==> config.mk <==
export PLATFORM = sky130hd
export DESIGN_NAME = bus_slave_serial_rx
export DESIGN_NICKNAME = d
export VERILOG_FILES = /design/src/rtl/bus_pkg.sv /design/src/rtl/slave_mem.sv /design/src/rtl/bus_slave_serial_rx.sv
export SDC_FILE = /design/constraint.sdc
export NUM_CORES = 2
export LEC_CHECK = 0
export BUFFER_PORTS_ARGS = -buffer_cell sky130_fd_sc_hd__buf_2
export CORE_MARGIN = 2
export CORE_UTILIZATION = 25
export DETAILED_ROUTE_END_ITERATION = 6
export SLEW_MARGIN = 20
export SYNTH_ARGS = -nofsm -noshare
export SYNTH_HDL_FRONTEND = slang
export SYNTH_HIERARCHICAL = 1
export SYNTH_SLANG_ARGS = --single-unit
==> constraint.sdc <==
create_clock -name clk -period 5 [get_ports clk]
set_clock_uncertainty 0.05 [all_clocks]
set_input_delay 0.75 -clock clk [delete_from_list [all_inputs] [get_ports clk]]
set_output_delay 0.75 -clock clk [all_outputs]
set_load 0.01 [all_outputs]
==> src/rtl/bus_pkg.sv <==
// Shared bus constants: field widths, slave id codes and the 5-bit state encoding
// used by both the UART-to-bus master and its serial slaves.
package bus_pkg;

    localparam int ADDR_W         = 14;
    localparam int DATA_W         = 8;
    localparam int ID_W           = 2;
    localparam int DATA_START_BIT = 6;

    localparam logic [ID_W-1:0] SLAVE_ID_0 = 2'b00;
    localparam logic [ID_W-1:0] SLAVE_ID_1 = 2'b01;
    localparam logic [ID_W-1:0] SLAVE_ID_2 = 2'b10;
    localparam logic [ID_W-1:0] SLAVE_ID_3 = 2'b11;

    localparam logic [4:0] S_IDLE     = 5'd0;
    localparam logic [4:0] S_HDR      = 5'd1;
    localparam logic [4:0] S_SHIFT    = 5'd2;
    localparam logic [4:0] S_SKIP     = 5'd3;
    localparam logic [4:0] S_COMMIT   = 5'd4;
    localparam logic [4:0] S_RD_WAIT  = 5'd5;
    localparam logic [4:0] S_RD_SHIFT = 5'd6;

    typedef enum logic [4:0] {
        ST_IDLE     = S_IDLE,
        ST_HDR      = S_HDR,
        ST_SHIFT    = S_SHIFT,
        ST_SKIP     = S_SKIP,
        ST_COMMIT   = S_COMMIT,
        ST_RD_WAIT  = S_RD_WAIT,
        ST_RD_SHIFT = S_RD_SHIFT
    } slave_state_e;

endpackage

==> src/rtl/slave_mem.sv <==
// Single-port word memory, synchronous write and registered read, kept free of reset
// so it can map onto block RAM. Read-during-write returns the old word.
module slave_mem #(
    parameter int AW = 8,
    parameter int DW = 8
) (
    input  logic          clk,
    input  logic          we,
    input  logic [AW-1:0] addr,
    input  logic [DW-1:0] wdata,
    output logic [DW-1:0] rdata
);

    logic [DW-1:0] mem_q [2**AW];
    logic [DW-1:0] rdata_q;

    always_ff @(posedge clk) begin
        if (we) begin
            mem_q[addr] <= wdata;
        end
        rdata_q <= mem_q[addr];
    end

    assign rdata = rdata_q;

endmodule

==> src/rtl/bus_slave_serial_rx.sv <==
// Serial bus slave: deserialises address/data frames from the write master, decodes
// the slave id, writes or reads the local memory and streams read bytes back MSB first.
module bus_slave_serial_rx
    import bus_pkg::*;
#(
    parameter logic [ID_W-1:0] SLAVE_ID = SLAVE_ID_1,
    parameter int              MEM_AW   = 8,
    parameter int              RD_LAT   = 2,
    parameter int              TIMEOUT  = 1023
) (
    input  logic              clk,
    input  logic              reset,
    input  logic              valid_s,
    input  logic              addr_tx,
    input  logic              data_tx,
    input  logic              write_en_slave,
    output logic              slave_ready,
    output logic              rd_valid,
    output logic              rd_data,
    output logic              wr_strobe,
    output logic [DATA_W-1:0] last_wr_data
);

    localparam int PW = $clog2(TIMEOUT + 1);
    localparam logic [PW-1:0] PAUSE_MAX = PW'(TIMEOUT);
    // The registered RAM read needs at least one wait cycle, even for RD_LAT==1.
    localparam int RD_WAIT_LEN = (RD_LAT > 1) ? RD_LAT - 1 : 1;
    localparam int WW = (RD_WAIT_LEN > 1) ? $clog2(RD_WAIT_LEN + 1) : 1;
    localparam logic [WW-1:0] WAIT_LOAD = WW'(RD_WAIT_LEN - 1);
    localparam logic [3:0] LAST_BIT   = 4'(ADDR_W - 1);
    localparam logic [3:0] DATA_FIRST = 4'(DATA_START_BIT);

    slave_state_e      state_q, state_d;
    logic              rw_q, rw_d;
    logic [3:0]        bit_cnt_q, bit_cnt_d;
    logic [PW-1:0]     pause_cnt_q, pause_cnt_d;
    logic [ADDR_W-1:0] addr_q, addr_d;
    logic [DATA_W-1:0] data_q, data_d;
    logic [DATA_W-1:0] rd_sr_q, rd_sr_d;
    logic [WW-1:0]     wait_cnt_q, wait_cnt_d;
    logic [2:0]        sh_cnt_q, sh_cnt_d;
    logic [DATA_W-1:0] last_wr_q, last_wr_d;
    logic [3:0]        bit_idx;
    logic              mem_we;
    logic [DATA_W-1:0] mem_rdata;

    assign bit_idx = LAST_BIT - bit_cnt_q;

    always_ff @(posedge clk or negedge reset) begin
        if (!reset) begin
            state_q     <= ST_IDLE;
            rw_q        <= 1'b0;
            bit_cnt_q   <= '0;
            pause_cnt_q <= '0;
            addr_q      <= '0;
            data_q      <= '0;
            rd_sr_q     <= '0;
            wait_cnt_q  <= '0;
            sh_cnt_q    <= '0;
            last_wr_q   <= '0;
        end else begin
            state_q     <= state_d;
            rw_q        <= rw_d;
            bit_cnt_q   <= bit_cnt_d;
            pause_cnt_q <= pause_cnt_d;
            addr_q      <= addr_d;
            data_q      <= data_d;
            rd_sr_q     <= rd_sr_d;
            wait_cnt_q  <= wait_cnt_d;
            sh_cnt_q    <= sh_cnt_d;
            last_wr_q   <= last_wr_d;
        end
    end

    always_comb begin
        state_d     = state_q;
        rw_d        = rw_q;
        bit_cnt_d   = bit_cnt_q;
        pause_cnt_d = pause_cnt_q;
        addr_d      = addr_q;
        data_d      = data_q;
        rd_sr_d     = rd_sr_q;
        wait_cnt_d  = wait_cnt_q;
        sh_cnt_d    = sh_cnt_q;
        last_wr_d   = last_wr_q;
        mem_we      = 1'b0;
        case (state_q)
            ST_IDLE: begin
                if (valid_s) begin
                    rw_d    = write_en_slave;
                    state_d = ST_HDR;
                end
            end
            ST_HDR: begin
                bit_cnt_d   = '0;
                pause_cnt_d = '0;
                state_d     = ST_SHIFT;
            end
            ST_SHIFT, ST_SKIP: begin
                if (pause_cnt_q == PAUSE_MAX) begin
                    pause_cnt_d = '0;
                    state_d     = ST_IDLE;
                end else if (!valid_s) begin
                    pause_cnt_d = pause_cnt_q + PW'(1);
                end else begin
                    pause_cnt_d = '0;
                    if (state_q == ST_SHIFT) begin
                        addr_d[bit_idx] = addr_tx;
                        if (bit_cnt_q >= DATA_FIRST && !rw_q) begin
                            data_d[bit_idx[2:0]] = data_tx;
                        end
                    end
                    if (bit_cnt_q != LAST_BIT) begin
                        bit_cnt_d = bit_cnt_q + 4'd1;
                    end
                    // Id is complete once bit 1 arrives; bit 0 already sits in addr_q[13].
                    if (state_q == ST_SHIFT && bit_cnt_q == 4'd1 &&
                        {addr_q[ADDR_W-1], addr_tx} != SLAVE_ID) begin
                        state_d = ST_SKIP;
                    end
                    if (bit_cnt_q == LAST_BIT) begin
                        wait_cnt_d = WAIT_LOAD;
                        if (state_q == ST_SKIP) begin
                            state_d = ST_IDLE;
                        end else if (rw_q) begin
                            state_d = ST_RD_WAIT;
                        end else begin
                            state_d = ST_COMMIT;
                        end
                    end
                end
            end
            ST_COMMIT: begin
                mem_we    = 1'b1;
                last_wr_d = data_q;
                state_d   = ST_IDLE;
            end
            ST_RD_WAIT: begin
                if (wait_cnt_q == '0) begin
                    rd_sr_d  = mem_rdata;
                    sh_cnt_d = 3'd7;
                    state_d  = ST_RD_SHIFT;
                end else begin
                    wait_cnt_d = wait_cnt_q - WW'(1);
                end
            end
            ST_RD_SHIFT: begin
                rd_sr_d = {rd_sr_q[DATA_W-2:0], 1'b0};
                if (sh_cnt_q == 3'd0) begin
                    state_d = ST_IDLE;
                end else begin
                    sh_cnt_d = sh_cnt_q - 3'd1;
                end
            end
            default: state_d = ST_IDLE;
        endcase
    end

    // Addressing from addr_d lets the RAM read the final address on the bit-13 edge.
    slave_mem #(
        .AW (MEM_AW),
        .DW (DATA_W)
    ) u_mem (
        .clk   (clk),
        .we    (mem_we),
        .addr  (addr_d[MEM_AW-1:0]),
        .wdata (data_q),
        .rdata (mem_rdata)
    );

    assign slave_ready  = (state_q == ST_IDLE) || (state_q == ST_HDR) ||
                          (state_q == ST_SHIFT) || (state_q == ST_SKIP);
    assign rd_valid     = (state_q == ST_RD_SHIFT);
    assign rd_data      = rd_valid & rd_sr_q[DATA_W-1];
    assign wr_strobe    = (state_q == ST_COMMIT);
    assign last_wr_data = last_wr_q;

endmodule

* Word-level counts from Yosys, hierarchy flattened
Memory sizes are Yosys's and may differ from the RTL's. A register that Yosys moved wholly into a read port is not among the register bits. Cells that the tools add are included.
Word-level totals: bits in registers 62, RAM bits 2048, output and inout bits 12, word-level logic and storage cells 108, memories 1
Memories:
- u_mem.mem_q | depth 256, bits a word 8, rd ports 1, clocked after memory_dff 1, wr ports 1, line slave_mem.sv:14 | logic [DW-1:0] mem_q [2**AW];
Operators by class: add/subtract/negate cells 5, $lt $le $gt $ge 5, eq/ne operators 21, multiplexer cells 40, bitwise operators 2, reductions and logical operators 23
Operators with widths (number):
- $mux W8 | 5
- $mux W5 | 7
- $pmux W5 S5 | 1
- $mux W10 | 2
- $pmux W10 S2 | 1
- $pmux W8 S2 | 1
- $eq A5 B3 Y1 const B | 3
- $bwmux W14 | 1
- $ne A2 B2 Y1 const B | 7
- $mux W4 | 3
- $reduce_and A4 Y1 | 3
- $add A10 B1 Y10 const B | 1
- $eq A10 B10 Y1 const B | 1
- $eq A5 B2 Y1 const B | 2
- $mux W1 | 10
- $reduce_and A5 Y1 | 2
- $mux W3 | 3
- $bwmux W8 | 1
- $ne A4 B4 Y1 const B | 2
- $pmux W4 S2 | 1
- $pmux W3 S2 | 1
- $reduce_bool A2 Y1 | 3
- $eq A5 B1 Y1 const B | 1
- $logic_and A1 B1 Y1 | 5
- 25 further kinds | 29

* Longest topological paths before layout
depth in word-level cells 10, depth in mapped cells 16, depth with buffers taken out 10

* Hierarchy
Netlist, hierarchy kept.
By module, submodules not included:
- slave_mem | times used 1, cells an instance 3547, area each 78492.8 um2, sequential area each 61659.1 um2
- bus_slave_serial_rx | times used 1, cells an instance 270, area each 2991.6 um2, sequential area each 1351.3 um2

* Worst setup path before layout
Ideal clock, no wire load.
path type register -> register, from register data_q[1], to memory u_mem.mem_q[0][1] (data pin), library setup time 0.805 ns, arrival 3.191 ns, required time 4.145 ns, path slack 0.954 ns, stages on the path, launching flop included 1, path buffers 0, path through dfrtp_1
RTL lines:
- start: declaration | line bus_slave_serial_rx.sv:38 | logic [DATA_W-1:0] data_q, data_d;
- start signal: assignment | line bus_slave_serial_rx.sv:67 | data_q <= data_d;
- end: declaration | line slave_mem.sv:14
Straight into the memory's write port.

* Worst setup path in the final report
from register bit_cnt_q[1], to register u_mem.rdata_q[3] (netlist: u_mem/rdata[3]), read port of u_mem.mem_q
On the way: longest elaborated chain between the ends 10
RTL lines:
- start: declaration | line bus_slave_serial_rx.sv:35 | logic [3:0] bit_cnt_q, bit_cnt_d;
- start signal: assignment | line bus_slave_serial_rx.sv:64 | bit_cnt_q <= bit_cnt_d;
- $sub A4 B4 Y4 * | line bus_slave_serial_rx.sv:47 | assign bit_idx = LAST_BIT - bit_cnt_q;
- $lt A4 B5 Y1 (not written as such) or $ge A4 B1 Y1 (tied branches) | line bus_slave_serial_rx.sv:108 | addr_d[bit_idx] = addr_tx;
- $logic_and A1 B1 Y1 (not written as such) | line bus_slave_serial_rx.sv:108
- $mux W1 (not written as such) | line bus_slave_serial_rx.sv:108
- $demux W1 S4 * | line bus_slave_serial_rx.sv:108
- $bwmux W14 * | line bus_slave_serial_rx.sv:108
- $mux W8 * | line bus_slave_serial_rx.sv:107 | if (state_q == ST_SHIFT) begin
- $mux W8 * | line bus_slave_serial_rx.sv:103 | end else if (!valid_s) begin
- $mux W8 * | line bus_slave_serial_rx.sv:100 | if (pause_cnt_q == PAUSE_MAX) begin
- $mux W8 * | line bus_slave_serial_rx.sv:87 | case (state_q)
- via addr_d[0] | line bus_slave_serial_rx.sv:37 | logic [ADDR_W-1:0] addr_q, addr_d;
- end: declaration | line slave_mem.sv:15 | logic [DW-1:0] rdata_q;
Mark *: on every way through the listed nets, which the timed path passes. The rest lies on a longest branch. A chain may end at the register's enable or synchronous reset.

==> flow_summary.html <==
<table>
<tr><th>Metric</th><th>Value</th></tr>
<tr><th colspan="2">Hold path</th></tr>
<tr><td>Type of the worst min-delay path</td><td>in2reg</td></tr>
<tr><th colspan="2">Timing</th></tr>
<tr><td>Worst Max-Slew Pin Slew</td><td>1.10 ns</td></tr>
<tr><td>Final setup fails</td><td>0</td></tr>
<tr><td>Ratio of final minimum period to clock period</td><td>a little over nine tenths</td></tr>
<tr><td>Time the worst path needs with I/O delays and setup</td><td>a little under 5 ns</td></tr>
<tr><td>Slew headroom</td><td>about 27%</td></tr>
<tr><td>Final setup slack of the worst path</td><td>0.0897 ns</td></tr>
<tr><td>Slew Limit Fails</td><td>0</td></tr>
<tr><td>RSZ-0062 raised after global routing</td><td>false</td></tr>
<tr><td>Worst Hold Margin</td><td>around 0.076 ns</td></tr>
<tr><td>Highest attainable clock frequency</td><td>around 0.20 GHz</td></tr>
<tr><td>Number of hold violations in the final report</td><td>0</td></tr>
<tr><th colspan="2">Finish</th></tr>
<tr><td>Total Nets Final</td><td>roughly 4300</td></tr>
<tr><td>Most used cells in the layout excluding fill and tap cells</td><td>2048 x sky130_fd_sc_hd__edfxtp_1, 512 x sky130_fd_sc_hd__mux4_2, 420 x sky130_fd_sc_hd__buf_4, 256 x sky130_fd_sc_hd__a22oi_1, 240 x sky130_fd_sc_hd__nor2_1</td></tr>
<tr><td>Final Non-Filler Cells</td><td>between 8000 and 9000</td></tr>
<tr><td>Fraction of final layout cells with drive strength greater than 1</td><td>between 30 and 40%</td></tr>
<tr><td>Area growth, synth to finish</td><td>18.8%</td></tr>
<tr><td>Most frequent standard cell in the layout excluding fill and tap cells</td><td>sky130_fd_sc_hd__edfxtp_1</td></tr>
<tr><th colspan="2">Clock network</th></tr>
<tr><td>Count of clock tree sinks</td><td>about 2100</td></tr>
<tr><td>H-tree depth</td><td>4</td></tr>
<tr><td>Reg clk slew, reported paths</td><td>about 0.06 ns</td></tr>
<tr><td>Clock tree from TritonCTS</td><td>done</td></tr>
<tr><td>Buffers inserted by post-CTS timing repair</td><td>0</td></tr>
<tr><td>Clock latency on the worst-skew pair</td><td>about 0.86 ns</td></tr>
<tr><td>Number of CTS-inserted buffers</td><td>approximately 210</td></tr>
<tr><td>Bufs on Longest Clock Path</td><td>3</td></tr>
<tr><td>Root Buffer Master</td><td>sky130_fd_sc_hd__clkbuf_16</td></tr>
<tr><th colspan="2">Worst setup path</th></tr>
<tr><td>Most prevalent standard cell on the critical path</td><td>sky130_fd_sc_hd__buf_12</td></tr>
<tr><td>Critical path start-end classification</td><td>reg2reg</td></tr>
<tr><td>CP Cell Sequence</td><td>ha_1 -&gt; xor2_1 -&gt; nand3b_2 -&gt; nor3_4 -&gt; mux2_8 -&gt; buf_12 -&gt; buf_12 -&gt; mux4_2 -&gt; a22oi_1 -&gt; a21oi_1 -&gt; o41ai_2 -&gt; buf_4 -&gt; nand4_1</td></tr>
<tr><td>CP max stage delay</td><td>around 0.8 ns</td></tr>
<tr><td>Worst path arrival time</td><td>between 5 and 6 ns</td></tr>
<tr><td>Master of the slowest instance on the critical path</td><td>sky130_fd_sc_hd__o41ai_2</td></tr>
<tr><td>Count of buffer and inverter cells on the critical path</td><td>3</td></tr>
<tr><td>Endpoint class of the critical path</td><td>register</td></tr>
<tr><td>Kind of cell adding the most delay to the critical path</td><td>compound AO/OA/AOI/OAI gates</td></tr>
<tr><td>Critical path required time</td><td>between 5 and 6 ns</td></tr>
<tr><td>Critical path launch point type</td><td>register</td></tr>
<tr><td>Worst-path maximum fanout</td><td>31</td></tr>
<tr><th colspan="2">Status</th></tr>
<tr><td>Failing checks</td><td>design-rule violations</td></tr>
<tr><td>Result of the run</td><td>finished with violations</td></tr>
<tr><th colspan="2">Yosys</th></tr>
<tr><td>Number of flops mapped to enable cells by yosys</td><td>about 2000</td></tr>
<tr><td>Simple-gate share of the synthesized area</td><td>under 10%</td></tr>
<tr><td>Count of cell types in the netlist</td><td>roughly 70</td></tr>
<tr><td>Primary FF master, synth</td><td>sky130_fd_sc_hd__edfxtp_1</td></tr>
<tr><td>Flip-flop and latch count after synthesis</td><td>2110</td></tr>
<tr><td>Mux share of post-synthesis cell area</td><td>14.6%</td></tr>
<tr><td>Top area cells in the synthesized netlist</td><td>sky130_fd_sc_hd__edfxtp_1 75%, sky130_fd_sc_hd__mux4_2 14%, sky130_fd_sc_hd__a22oi_1 2.4%</td></tr>
<tr><td>Proportion of synthesized chip area in sequential cells</td><td>roughly 77%</td></tr>
<tr><td>Synth Instances</td><td>approximately 3800</td></tr>
<tr><td>Synthesized-area fraction occupied by xor and xnor cells</td><td>less than 1%</td></tr>
<tr><td>Netlist Area Pre-Place</td><td>between 80000 and 90000 um^2</td></tr>
<tr><td>Async set-reset flop share out of synthesis</td><td>under 10%</td></tr>
<tr><td>Synthesized-area fraction occupied by ao, oa, aoi and oai cells</td><td>a little under 4%</td></tr>
<tr><td>Synth Area per Inst</td><td>between 20 and 25 um^2</td></tr>
<tr><td>Post-synthesis share of cell area spent on full adders, half adders and majority gates</td><td>less than 1%</td></tr>
<tr><td>Top-area cell type share of the netlist area</td><td>75.5%</td></tr>
<tr><td>Synthesis Warnings</td><td>6</td></tr>
<tr><td>Main combinational cell family by area after synthesis</td><td>multiplexers</td></tr>
<tr><td>Biggest area consumer among synthesized cells</td><td>sky130_fd_sc_hd__edfxtp_1</td></tr>
<tr><td>Syn_nets</td><td>3836</td></tr>
<tr><th colspan="2">Detailed routing</th></tr>
<tr><td>Detail Route Antenna Nets</td><td>0</td></tr>
<tr><td>Length of the first detailed-routing pass in iterations</td><td>7</td></tr>
<tr><td>Average wire per standard cell</td><td>roughly 23 um</td></tr>
<tr><td>DRC violations left</td><td>1</td></tr>
<tr><td>Post-Route WL</td><td>between 200000 and 250000 um</td></tr>
<tr><td>DRC violation total after the first TritonRoute iteration</td><td>roughly 4800</td></tr>
<tr><td>Number of vias in the routed layout</td><td>slightly above 40000</td></tr>
<tr><td>Ratio of routed vias to standard cells</td><td>roughly 4.7</td></tr>
<tr><th colspan="2">GRT</th></tr>
<tr><td>Initial antenna violation count</td><td>0</td></tr>
<tr><td>Maximum number of pins on one net before global-route repair</td><td>~220</td></tr>
<tr><td>First-pass GRT wire length</td><td>293000 um</td></tr>
<tr><td>Via count of the first global-routing pass</td><td>just over 40000</td></tr>
<tr><td>GRT overflow</td><td>0</td></tr>
<tr><td>All-Layer GR Usage</td><td>between 10% and 20%</td></tr>
<tr><th colspan="2">Place</th></tr>
<tr><td>Number of buffers added on ports</td><td>17</td></tr>
<tr><td>Detailed placer's ending HPWL</td><td>122000 um</td></tr>
<tr><td>GP Congestion</td><td>about 0.79</td></tr>
<tr><td>Placed Instances</td><td>about 8400</td></tr>
<tr><td>Worst slack, placed</td><td>-0.265 ns</td></tr>
<tr><th colspan="2">Floorplanning</th></tr>
<tr><td>Row count</td><td>between 200 and 250</td></tr>
<tr><td>Width of the die</td><td>575 um</td></tr>
<tr><td>Number of primary I/O pins</td><td>18</td></tr>
<tr><td>Initial standard-cell utilization of the core</td><td>between 20% and 30%</td></tr>
<tr><td>DIE AREA</td><td>roughly 330000 um^2</td></tr>
<tr><td>Core region area</td><td>between 300000 and 400000 um^2</td></tr>
<tr><td>Floorplan die height</td><td>around 570 um</td></tr>
<tr><th colspan="2">Flow run</th></tr>
<tr><td>Count of max-cap constraint violations</td><td>0</td></tr>
<tr><th colspan="2">Power and ir drop</th></tr>
<tr><td>Power per cell area</td><td>~530 nW/um^2</td></tr>
<tr><td>Peak ir drop on the vdd network</td><td>slightly below 0.6 mV</td></tr>
<tr><td>Final Total Pwr</td><td>50.9 mW</td></tr>
<tr><td>Leakage power of the design</td><td>about 30 nW</td></tr>
</table>
==> what timing repair did <==
action / 4_1_cts / 5_1_grt
resized for setup: 5 / 8
hold buffers: 1 / 0
cloned: 0 / 2
setup endpoints to repair: 4 / 8
endpoints found under the hold margin: 31 / 0
==> registers in the layout (all words and copies together) (netlist names) <==
signal / cells
rw_q: 1
u_mem/mem_q: 2048
data_q: 8
state_q: 3
sh_cnt_q: 3
u_mem/rdata: 8
rd_sr_q: 8
last_wr_data: 8
addr_q: 9
bit_cnt_q: 4
pause_cnt_q: 10
==> power breakdown <==
group          switching [mW]  total, mW  internal, mW
sequential              0.528       21.8          21.3
combinational            8.38       13.9          5.48
clock                    6.65       15.2          8.60
==> cell usage after synthesis (all sizes together) (10+ instances only) <==
library cell     n
nand2b          12
a21oi          134
o21ai           18
nor2           241
nand4           17
buf             95
ha              13
nor3            41
nand2           53
mux4           512
mux2            26
clkbuf         149
a22oi          256
nand3           24
edfxtp        2048
dfrtp           54
o41ai           33
mux2i           10
==> final timing paths <==
check                                      end  depth (start not counted)  slack, ns      startpoint
worst max-delay path            u_mem/rdata[3]                         13       0.09    bit_cnt_q[1]
worst min-delay path                      rw_q                          2       0.08  write_en_slave
worst max register to register  u_mem/rdata[3]                         13       0.09    bit_cnt_q[1]
worst min register to register      addr_q[13]                          1       0.44      addr_q[13]
max in group asynchronous           rd_sr_q[6]                          3       3.54           reset
min in group asynchronous       pause_cnt_q[2]                          2       0.48           reset
==> routing by layer <==
| metal | GRT usage [%] | share of wire [%] | up-vias |
|---|---|---|---|
| met3 | 2.15 | 7.3 | 274 |
| met2 | 19.2 | 48 | 1644 |
| li1 | - | - | 17000 |
| met4 | 3.07 | 2.2 | 0 |
| met5 | 0 | 0 | - |
| met1 | 16.4 | 42 | 21900 |
==> per-stage QoR <==
stage	setup TNS [ns]	area (um^2)	util [%]
6_report	0	96800	29.9
2_1_floorplan	0	81500	-
5_1_grt	0	96800	29.9
4_1_cts	0	96700	29.8
3_3_place_gp	-1.09	90000	27.7
3_5_place_dp	-0.704	90000	27.7
==> final cells by class <==
type	count	area (um^2)
fill	31400	227000
multi-input combinational	1457	17500
antenna	2	5.00
clock buffer	261	5560
clock inverter	125	1080
tap	4325	5410
sequential	2110	63000
timing repair buffer	487	4240
inverter	8	30.0
==> logic make-up after synthesis <==
| logic type | count (synthesis) |
|---|---|
| AO/OA/AOI/OAI | 461 |
| adder cells (fa/ha/maj) | 13 |
| XOR/XNOR | 4 |
| flip-flops | 2110 |
| multiplexers | 548 |
| AND/OR/NAND/NOR | 429 |
| buffers and inverters | 252 |
Note: power is estimated with default switching activity, not from simulation.
